## config.mk

```make
export PLATFORM = sky130hd
export DESIGN_NAME = multdiv_ctrl
export DESIGN_NICKNAME = d
export VERILOG_FILES = /design/src/rtl/multdiv_ctrl.sv
export SDC_FILE = /design/constraint.sdc
export NUM_CORES = 1
export LEC_CHECK = 0
export ABC_CLOCK_PERIOD_IN_PS = 1500
export CAP_MARGIN = 20
export CELL_PAD_IN_SITES_DETAIL_PLACEMENT = 2
export CELL_PAD_IN_SITES_GLOBAL_PLACEMENT = 2
export CORE_ASPECT_RATIO = 1.75
export CORE_MARGIN = 1
export CORE_UTILIZATION = 24
export DETAILED_ROUTE_END_ITERATION = 10
export PLACE_DENSITY_LB_ADDON = 0.1
export SLEW_MARGIN = 20
export SYNTH_ARGS = -nofsm -noshare
export SYNTH_HDL_FRONTEND = slang
export SYNTH_SLANG_ARGS = --single-unit
```

## constraint.sdc

```tcl
create_clock -name clk -period 1.5 [get_ports clk]
set_input_delay 0.3 -clock clk [delete_from_list [all_inputs] [get_ports clk]]
set_output_delay 0.3 -clock clk [all_outputs]
set_load 0.1 [all_outputs]
```

## src/rtl/multdiv_ctrl.sv

```systemverilog
// Mult/div sequencing controller: start pulse, latency count, HI/LO commit, stall.
// Optional MULTDIV_EARLY_OUT_EN: early_out on accept collapses latency to 1 cycle.
module multdiv_ctrl #(
    parameter int MULT_CYCLES = 4,
    parameter int DIV_CYCLES  = 32
) (
    input  logic       clk,
    input  logic       rst_n,
    input  logic       valid_in,
    input  logic [5:0] opcode,
    input  logic [5:0] function_code,
    input  logic       early_out,
    input  logic       flush,
    output logic       md_start,
    output logic       op_signed,
    output logic       op_div,
    output logic       busy,
    output logic       stall,
    output logic       hilo_commit
);

    localparam int MAX_CYC = (MULT_CYCLES > DIV_CYCLES) ? MULT_CYCLES : DIV_CYCLES;
    localparam int CNT_W   = $clog2(MAX_CYC + 1);

    localparam logic [CNT_W-1:0] MULT_LD = CNT_W'(MULT_CYCLES - 1);
    localparam logic [CNT_W-1:0] DIV_LD  = CNT_W'(DIV_CYCLES - 1);

    typedef enum logic {
        IDLE,
        BUSY
    } state_t;

    state_t           state_q, state_d;
    logic [CNT_W-1:0] cnt_q, cnt_d;
    logic             sgn_q, sgn_d;
    logic             div_q, div_d;

    logic is_r, is_md, is_hilo, accept, eo;
    logic start_c, busy_c, stall_c, commit_c;

    assign is_r    = (opcode == 6'd0);
    assign is_md   = is_r && (function_code[5:2] == 4'b0110);
    assign is_hilo = is_md || (is_r && (function_code[5:2] == 4'b0100));
    assign accept  = valid_in && is_md && !flush;

`ifdef MULTDIV_EARLY_OUT_EN
    assign eo = early_out;
`else
    logic unused_early_out;
    assign unused_early_out = early_out;
    assign eo = 1'b0;
`endif

    always_comb begin
        state_d  = state_q;
        cnt_d    = cnt_q;
        sgn_d    = sgn_q;
        div_d    = div_q;
        start_c  = 1'b0;
        busy_c   = 1'b0;
        stall_c  = 1'b0;
        commit_c = 1'b0;
        unique case (state_q)
            IDLE: begin
                if (accept) begin
                    start_c = 1'b1;
                    sgn_d   = (function_code == 6'd24) || (function_code == 6'd26);
                    div_d   = function_code[1];
                    if (eo) begin
                        cnt_d = '0;
                    end else begin
                        cnt_d = function_code[1] ? DIV_LD : MULT_LD;
                    end
                    state_d = BUSY;
                end
            end
            BUSY: begin
                busy_c  = 1'b1;
                stall_c = valid_in && is_hilo;
                if (flush) begin
                    state_d = IDLE;
                    cnt_d   = '0;
                end else if (cnt_q == '0) begin
                    commit_c = 1'b1;
                    state_d  = IDLE;
                end else begin
                    cnt_d = cnt_q - 1'b1;
                end
            end
            default: state_d = IDLE;
        endcase
    end

    // Combinational pulses are masked so reset silences them immediately.
    assign md_start    = start_c && rst_n;
    assign busy        = busy_c && rst_n;
    assign stall       = stall_c && rst_n;
    assign hilo_commit = commit_c && rst_n;
    assign op_signed   = sgn_q;
    assign op_div      = div_q;

    always_ff @(posedge clk or negedge rst_n) begin
        if (!rst_n) begin
            state_q <= IDLE;
            cnt_q   <= '0;
            sgn_q   <= 1'b0;
            div_q   <= 1'b0;
        end else begin
            state_q <= state_d;
            cnt_q   <= cnt_d;
            sgn_q   <= sgn_d;
            div_q   <= div_d;
        end
    end

endmodule
```

==> results of run 1 <==
through the flow:
step	setup WS, ns	cell area, sq um	hold WS, ns	cells
6_report	-0.260	1280	0.0939	145
4_1_cts	-0.228	1240	0.100	144
3_5_place_dp	-0.546	1070	0.477	129
2_1_floorplan	-0.0946	619	0.00441	62
5_1_grt	-0.303	1280	0.110	145
3_3_place_gp	-0.528	1070	0.466	129
repair_timing:
action	in CTS	in global routing
buffers inserted	13	4
gates cloned	0	0
endpoints found under the setup margin	12	11
pin swaps	10	14
endpoints found under the hold margin	0	0
gates resized for setup	50	21
cell usage after synthesis, types with 2 or more instances:
cell      n  area (sq um)
dfrtp_1   9           225
a22oi_1   2          15.0
nand2_1   2          7.51
nand2b_1  4          25.0
nor2b_1   4          25.0
a21oi_1   2          10.0
and2_1    2          12.5
nor2_1    5          18.8
ha_1      2          25.0
o21ai_0   7          35.0
inv_1     3          11.3
a21o_1    3          22.5
a31oi_1   2          12.5
cells by family after synthesis:
| family | share of synthesized area |
|---|---|
| AND/OR/NAND/NOR | 0.280 |
| adder cells (fa/ha/maj) | 0.0424 |
| flip-flops | 0.381 |
| buffers and inverters | 0.0254 |
| multiplexers | 0.0191 |
| AO/OA/AOI/OAI | 0.252 |
power by group through the flow:
stage               sequential, W  combinational, W  clock [W]
finish                   0.000250          0.000119   0.000307
global route             0.000250          0.000125   0.000320
CTS                      0.000249          0.000107   0.000295
detailed placement       0.000253          0.000100          0
global placement         0.000253         0.0000964          0
floorplan                0.000256         0.0000198          0
cell usage in the layout, fill, tap and decap left out, types with 2 or more instances in the layout:
cell type,instances
a21o_1,2
clkbuf_2,2
o21ai_0,2
dlygate4sd2_1,3
nor2_1,3
buf_4,30
clkbuf_8,3
clkdlybuf4s50_1,2
nand2b_1,2
a21oi_1,2
dfrtp_1,8
nand2_1,2
buf_12,6
o21ai_1,4
nor2b_1,2
ha_4,2
buf_2,3
nor2_2,2
a31oi_1,2
buf_6,9
nand2b_4,2
inv_2,2
nor2b_4,2
and2_4,2
final cells by class:
cell class	count	area [sq um]
fill	232	1020
timing repair buffer	55	518
multi-input combinational	49	452
sequential	9	226
clock buffer	4	45.0
tap	25	31.3
inverter	3	11.3
flip-flops by register name, indices dropped and copies added, names as in the netlist:
signal and count:
cnt_q 6, op_div 1, op_signed 1, state_q 1
how the worst max path moves through the flow:
stage | startpoint | to | slack, ns | depth (start not counted)
finish | cnt_q[1] | hilo_commit | -0.26 | 6
global route | cnt_q[1] | hilo_commit | -0.30 | 6
CTS | cnt_q[1] | hilo_commit | -0.23 | 6
detailed placement | opcode[3] | md_start | -0.55 | 6
global placement | opcode[3] | md_start | -0.53 | 6
floorplan | opcode[3] | md_start | -0.09 | 4
worst max-delay path: stages, from the launching register on:
cell	delay (ns)
dfrtp_1	0.39
inv_2	0.10
ha_4	0.15
nand2b_4	0.07
nor2b_4	0.13
and3_4	0.20
buf_12	0.17
routing by layer:
layer / track usage / routed length, microns / vias up
met5: 0 / 0 / -
met3: 0.0592 / 135 / 11
met4: 0.203 / 124 / 0
li1: - / - / 347
met2: 0.549 / 1980 / 34
met1: 0.272 / 1160 / 361
==> run metrics, run 1 <==
DP HPWL=1960 microns; #FFs+latches synth=9; initial detailed-routing violation count=22; CTS sink cnt=9; PnR worst setup slack=-0.260 ns; PwrDens=527 nW/um^2; Net Sw Frac=0.259; number of synthesized flops with an enable pin=0; FF-to-FF End=cnt_q[0]; Clk Latency, worst-skew pair=about 0.24 ns; CP Launch Type=flop; I/O Pins=23; Mean Syn Cell Area=9.53 sq um; final worst path period need=1.76 ns; Syn-to-layout area delta=117%; sequential fraction of the synthesis area=0.381; first-pass GRT wire length=4990 microns; final core occ=0.558; GP Congestion=0.758; Initial Util=0.257; CTS Buf Count=3; Synth warnings=0; share of cells above drive strength 1=0.650; r2r setup slk=-0.11 ns; Cells after Synth=62; violated checks=negative setup slack; final hold vios=0; DR WL/cell=23.4 microns; Die W=39.5 microns; Setup Skew=0.00390 ns; RSZ-0062 raised after global routing=yes; reg2reg path depth=9; Net Switching=0.000175 W; Pins Over Slew Limit=0; # DRC=0; PortBufs=21; Synth cell types=28; run status=complete, but fails checks; fmax=between 500 and 600 MHz; FP Rows=23; CTS Hold Bufs=0; Max clock buf depth=2; GRT overflow=0; CP Data Arrival Time=between 1 and 1.5 ns; Period Utilization, post-route=1.17; Int Pwr=0.000501 W; CP Class=flop to primary output; ANT nets after route=0; largest net degree at the start of global routing=8; first-pass iteration count of the detailed router=4; CTS tree=done; slew at the pin closest to its max-slew limit=0.355 ns; sequential share of power=0.369; Post-Synthesis Cell Area=591 sq um; Gate power share=0.177; Worst-path clk slew=0.05 ns; total die area=about 2700 sq um; CTS H-tree depth=1; peak supply drop=363 uV; CORE AREA=between 2000 and 2500 sq um; vias in the first global route=961; Power Total=0.000676 W; HP Class=input pin to async pin; Clk pwr share=0.454; Post-synth top flop=dfrtp_1; Worst setup EP type=primary output; setup violators final=7; WL final=around 3400 microns; Total GRT Usage=0.300; DR vias/cell=5.19; Synth Net Count=81; worst rel slew slack=0.762; CTS root buffer=clkbuf_8; initial antenna violation count=0; via count=753; maxcap violations=0; Final #Nets=140; Synth async-reset ratio=1.00; Die Y=67.6 microns; largest fanout on the critical path=2; r2r startpoint=cnt_q[1]; n_diodes=0; final setup TNS=-0.801 ns; WP data required=1.20 ns; LEAKAGE=between 0.6 and 0.7 nW
Note: power is estimated with default switching activity, not from simulation.
==> inputs of run 2 (changes only) <==
--- a/config.mk
+++ b/config.mk
@@ -5,7 +5,6 @@
 export SDC_FILE = /design/constraint.sdc
 export NUM_CORES = 1
 export LEC_CHECK = 0
-export ABC_CLOCK_PERIOD_IN_PS = 1500
 export CAP_MARGIN = 20
 export CELL_PAD_IN_SITES_DETAIL_PLACEMENT = 2
 export CELL_PAD_IN_SITES_GLOBAL_PLACEMENT = 2
==> results of run 2 <==
No change in the layout: final DEF, timing and power equal those of run 1.
==> inputs of run 3 (changes only) <==
--- a/config.mk
+++ b/config.mk
@@ -10,9 +10,11 @@
 export CELL_PAD_IN_SITES_GLOBAL_PLACEMENT = 2
 export CORE_ASPECT_RATIO = 1.75
 export CORE_MARGIN = 1
-export CORE_UTILIZATION = 24
+export CORE_UTILIZATION = 26
+export CTS_CLUSTER_DIAMETER = 120
 export DETAILED_ROUTE_END_ITERATION = 10
 export PLACE_DENSITY_LB_ADDON = 0.1
+export SETUP_SLACK_MARGIN = 0.2
 export SLEW_MARGIN = 20
 export SYNTH_ARGS = -nofsm -noshare
 export SYNTH_HDL_FRONTEND = slang
==> constraint.sdc (replaced) <==
create_clock -name clk -period 2.3 [get_ports clk]
set_input_delay 0.46 -clock clk [delete_from_list [all_inputs] [get_ports clk]]
set_output_delay 0.46 -clock clk [all_outputs]
set_load 0.1 [all_outputs]
==> run 3 against run 2 <==
Total power decreased by 49%. Critical path type is now input pin to primary output. Non-clock buffer count shrank 14. Sequential power down 35%. The flow now finishes without violations. Highest routed layer unchanged. Setup slack improved by 0.53 ns.
==> run metrics, run 3 (synthesized netlist as in run 1, its figures left out) <==
run status=complete, no violations (was complete, but fails checks); Total GRT Usage=0.202 (was 0.300); CP Class=input pin to primary output (was flop to primary output); initial detailed-routing violation count=20 (was 22); Inst Count DP=116 (was 129); Worst setup EP type=primary output (unchanged); Biggest register=cnt_q (unchanged); Setup Skew=0.00431 ns (was 0.00390 ns); DR vias/cell=5.24 (was 5.19); Crit path max-delay family=simple AND/OR/NAND/NOR gates (unchanged); vias in the first global route=770 (was 961); commonest non-fill, non-tap cell in the layout=buf_4 (unchanged); CTS root buffer=clkbuf_4 (was clkbuf_8); critical path cell sequence=dlygate4sd2_1, nor4_4, nand4_1, nor2_2, and2_4, buf_12 (was inv_2, ha_4, nand2b_4, nor2b_4, and3_4, buf_12); Syn-to-layout area delta=78.0% (was 117%); CTS tree=done (unchanged); worst rel slew slack=0.782 (was 0.762); DP HPWL=1610 microns (was 1960 microns); GRT overflow=0 (unchanged); Initial Util=0.279 (was 0.257); largest net degree at the start of global routing=12 (was 8); initial antenna violation count=0 (unchanged); CTS H-tree depth=1 (unchanged); peak supply drop=377 uV (was 363 uV); slowest stage delay, CP=0.26 ns (was 0.39 ns); PwrDens=328 nW/um^2 (was 527 nW/um^2); I/O Pins=23 (unchanged); final hold vios=0 (unchanged); CORE AREA=2120 sq um (was 2300 sq um); PortBufs=21 (unchanged); GP Congestion=0.783 (was 0.758); Worst Path Buf+Inv=2 (unchanged); Layout Cells excl Fill=130 (was 145); ANT nets after route=0 (unchanged); share of cells above drive strength 1=0.443 (was 0.650); DR WL/cell=16.8 microns (was 23.4 microns); Die W=38.0 microns (was 39.5 microns); slowest CP cell=dlygate4sd2_1 (was dfrtp_1); Final #Nets=126 (was 140); Clk Latency, worst-skew pair=0.26 ns (was 0.24 ns); LEAKAGE=0.522 nW (was 0.613 nW); max FFs per register=6 (unchanged); Max clock buf depth=2 (unchanged); WL final=2190 microns (was 3400 microns); fmax=492 MHz; CTS sink cnt=9 (unchanged); first-pass GRT wire length=3560 microns (was 4990 microns); CP Data Arrival Time=1.57 ns (was 1.46 ns); WP data required=1.84 ns (was 1.20 ns); HP Class=flop to flop (was input pin to async pin); RSZ-0062 raised after global routing=yes (unchanged); Pins Over Slew Limit=0 (unchanged); Worst-path clk slew=0.06 ns (was 0.05 ns); final worst path period need=around 2.0 ns; via count=681 (was 753); CTS Buf Count=3 (unchanged); Power Total=0.000345 W (was 0.000676 W); # DRC=0 (unchanged); slew at the pin closest to its max-slew limit=0.326 ns (was 0.355 ns); setup violators final=0 (was 7); Period Utilization, post-route=0.884; final setup TNS=0 ns (was -0.801 ns); largest fanout on the critical path=2 (unchanged); n_diodes=0 (unchanged); maxcap violations=0 (unchanged); total die area=2470 sq um (was 2670 sq um); CP Launch Type=input pin (was flop); Die Y=65.0 microns (was 67.6 microns); FP Rows=22 (was 23); first-pass iteration count of the detailed router=2 (was 4); commonest cells after routing, fill and taps aside=buf_4 (22), dfrtp_1 (9), o21ai_0 (7) (was buf_4 (30), buf_6 (9), dfrtp_1 (8))
-- run 3: final cells by class --
cell class / count / area, sq um
Multi-Input combinational cell: 49 / 379
Fill cell: 229 / 1070
Timing Repair Buffer: 41 / 379
Sequential cell: 9 / 225
Inverter: 3 / 11.3
Tap cell: 24 / 30.0
Clock buffer: 4 / 26.3
-- run 3: through the flow --
step / util / instance area (sq um) / setup slack, ns / hold slack [ns]
after floorplan: - / 594 / 0.0582 / 0.164
after detailed placement: 0.444 / 941 / -0.0637 / 0.487
after global routing: 0.496 / 1050 / 0.194 / 0.522
after global placement: 0.444 / 941 / -0.0596 / 0.472
after CTS: 0.482 / 1020 / 0.146 / 0.507
final: 0.496 / 1050 / 0.267 / 0.500
-- run 3: power breakdown --
group / switching, W / internal [W] / total, W
clock: 0.0000600 / 0.0000670 / 0.000127
sequential: 0.00000181 / 0.000160 / 0.000162
combinational: 0.0000243 / 0.0000311 / 0.0000554
total: 0.0000862 / 0.000258 / 0.000345
-- run 3: per-layer routing --
metal | vias up | share of wire | GRT usage | wire [microns]
met3 | 4 | 0.029 | 0.0137 | 63
met1 | 334 | 0.35 | 0.202 | 759
met4 | 0 | 0.014 | 0.112 | 31
met5 | - | 0 | 0 | 0
li1 | 321 | - | - | -
met2 | 22 | 0.61 | 0.377 | 1330
-- run 3: path summary, 6_finish.rpt --
| path | depth (start not counted) | endpoint | startpoint | slack, ns |
|---|---|---|---|---|
| min in group asynchronous | 2 | cnt_q[0] | rst_n | 0.53 |
| worst max register to register | 9 | op_div | state_q | 0.54 |
| max in group asynchronous | 2 | op_div | rst_n | 1.60 |
| worst max-delay path | 6 | md_start | opcode[2] | 0.27 |
| worst min register to register | 1 | cnt_q[5] | cnt_q[5] | 0.50 |
| worst min-delay path | 1 | cnt_q[5] | cnt_q[5] | 0.50 |
-- run 3: what timing repair did --
action                     CTS  global route
setup buffers                7             3
hold buffers                 0             0
gates cloned                 0             0
gates resized for setup     16            14
hold endpoints to repair     0             0
setup endpoints to repair    3             4
pin swaps                    5             5
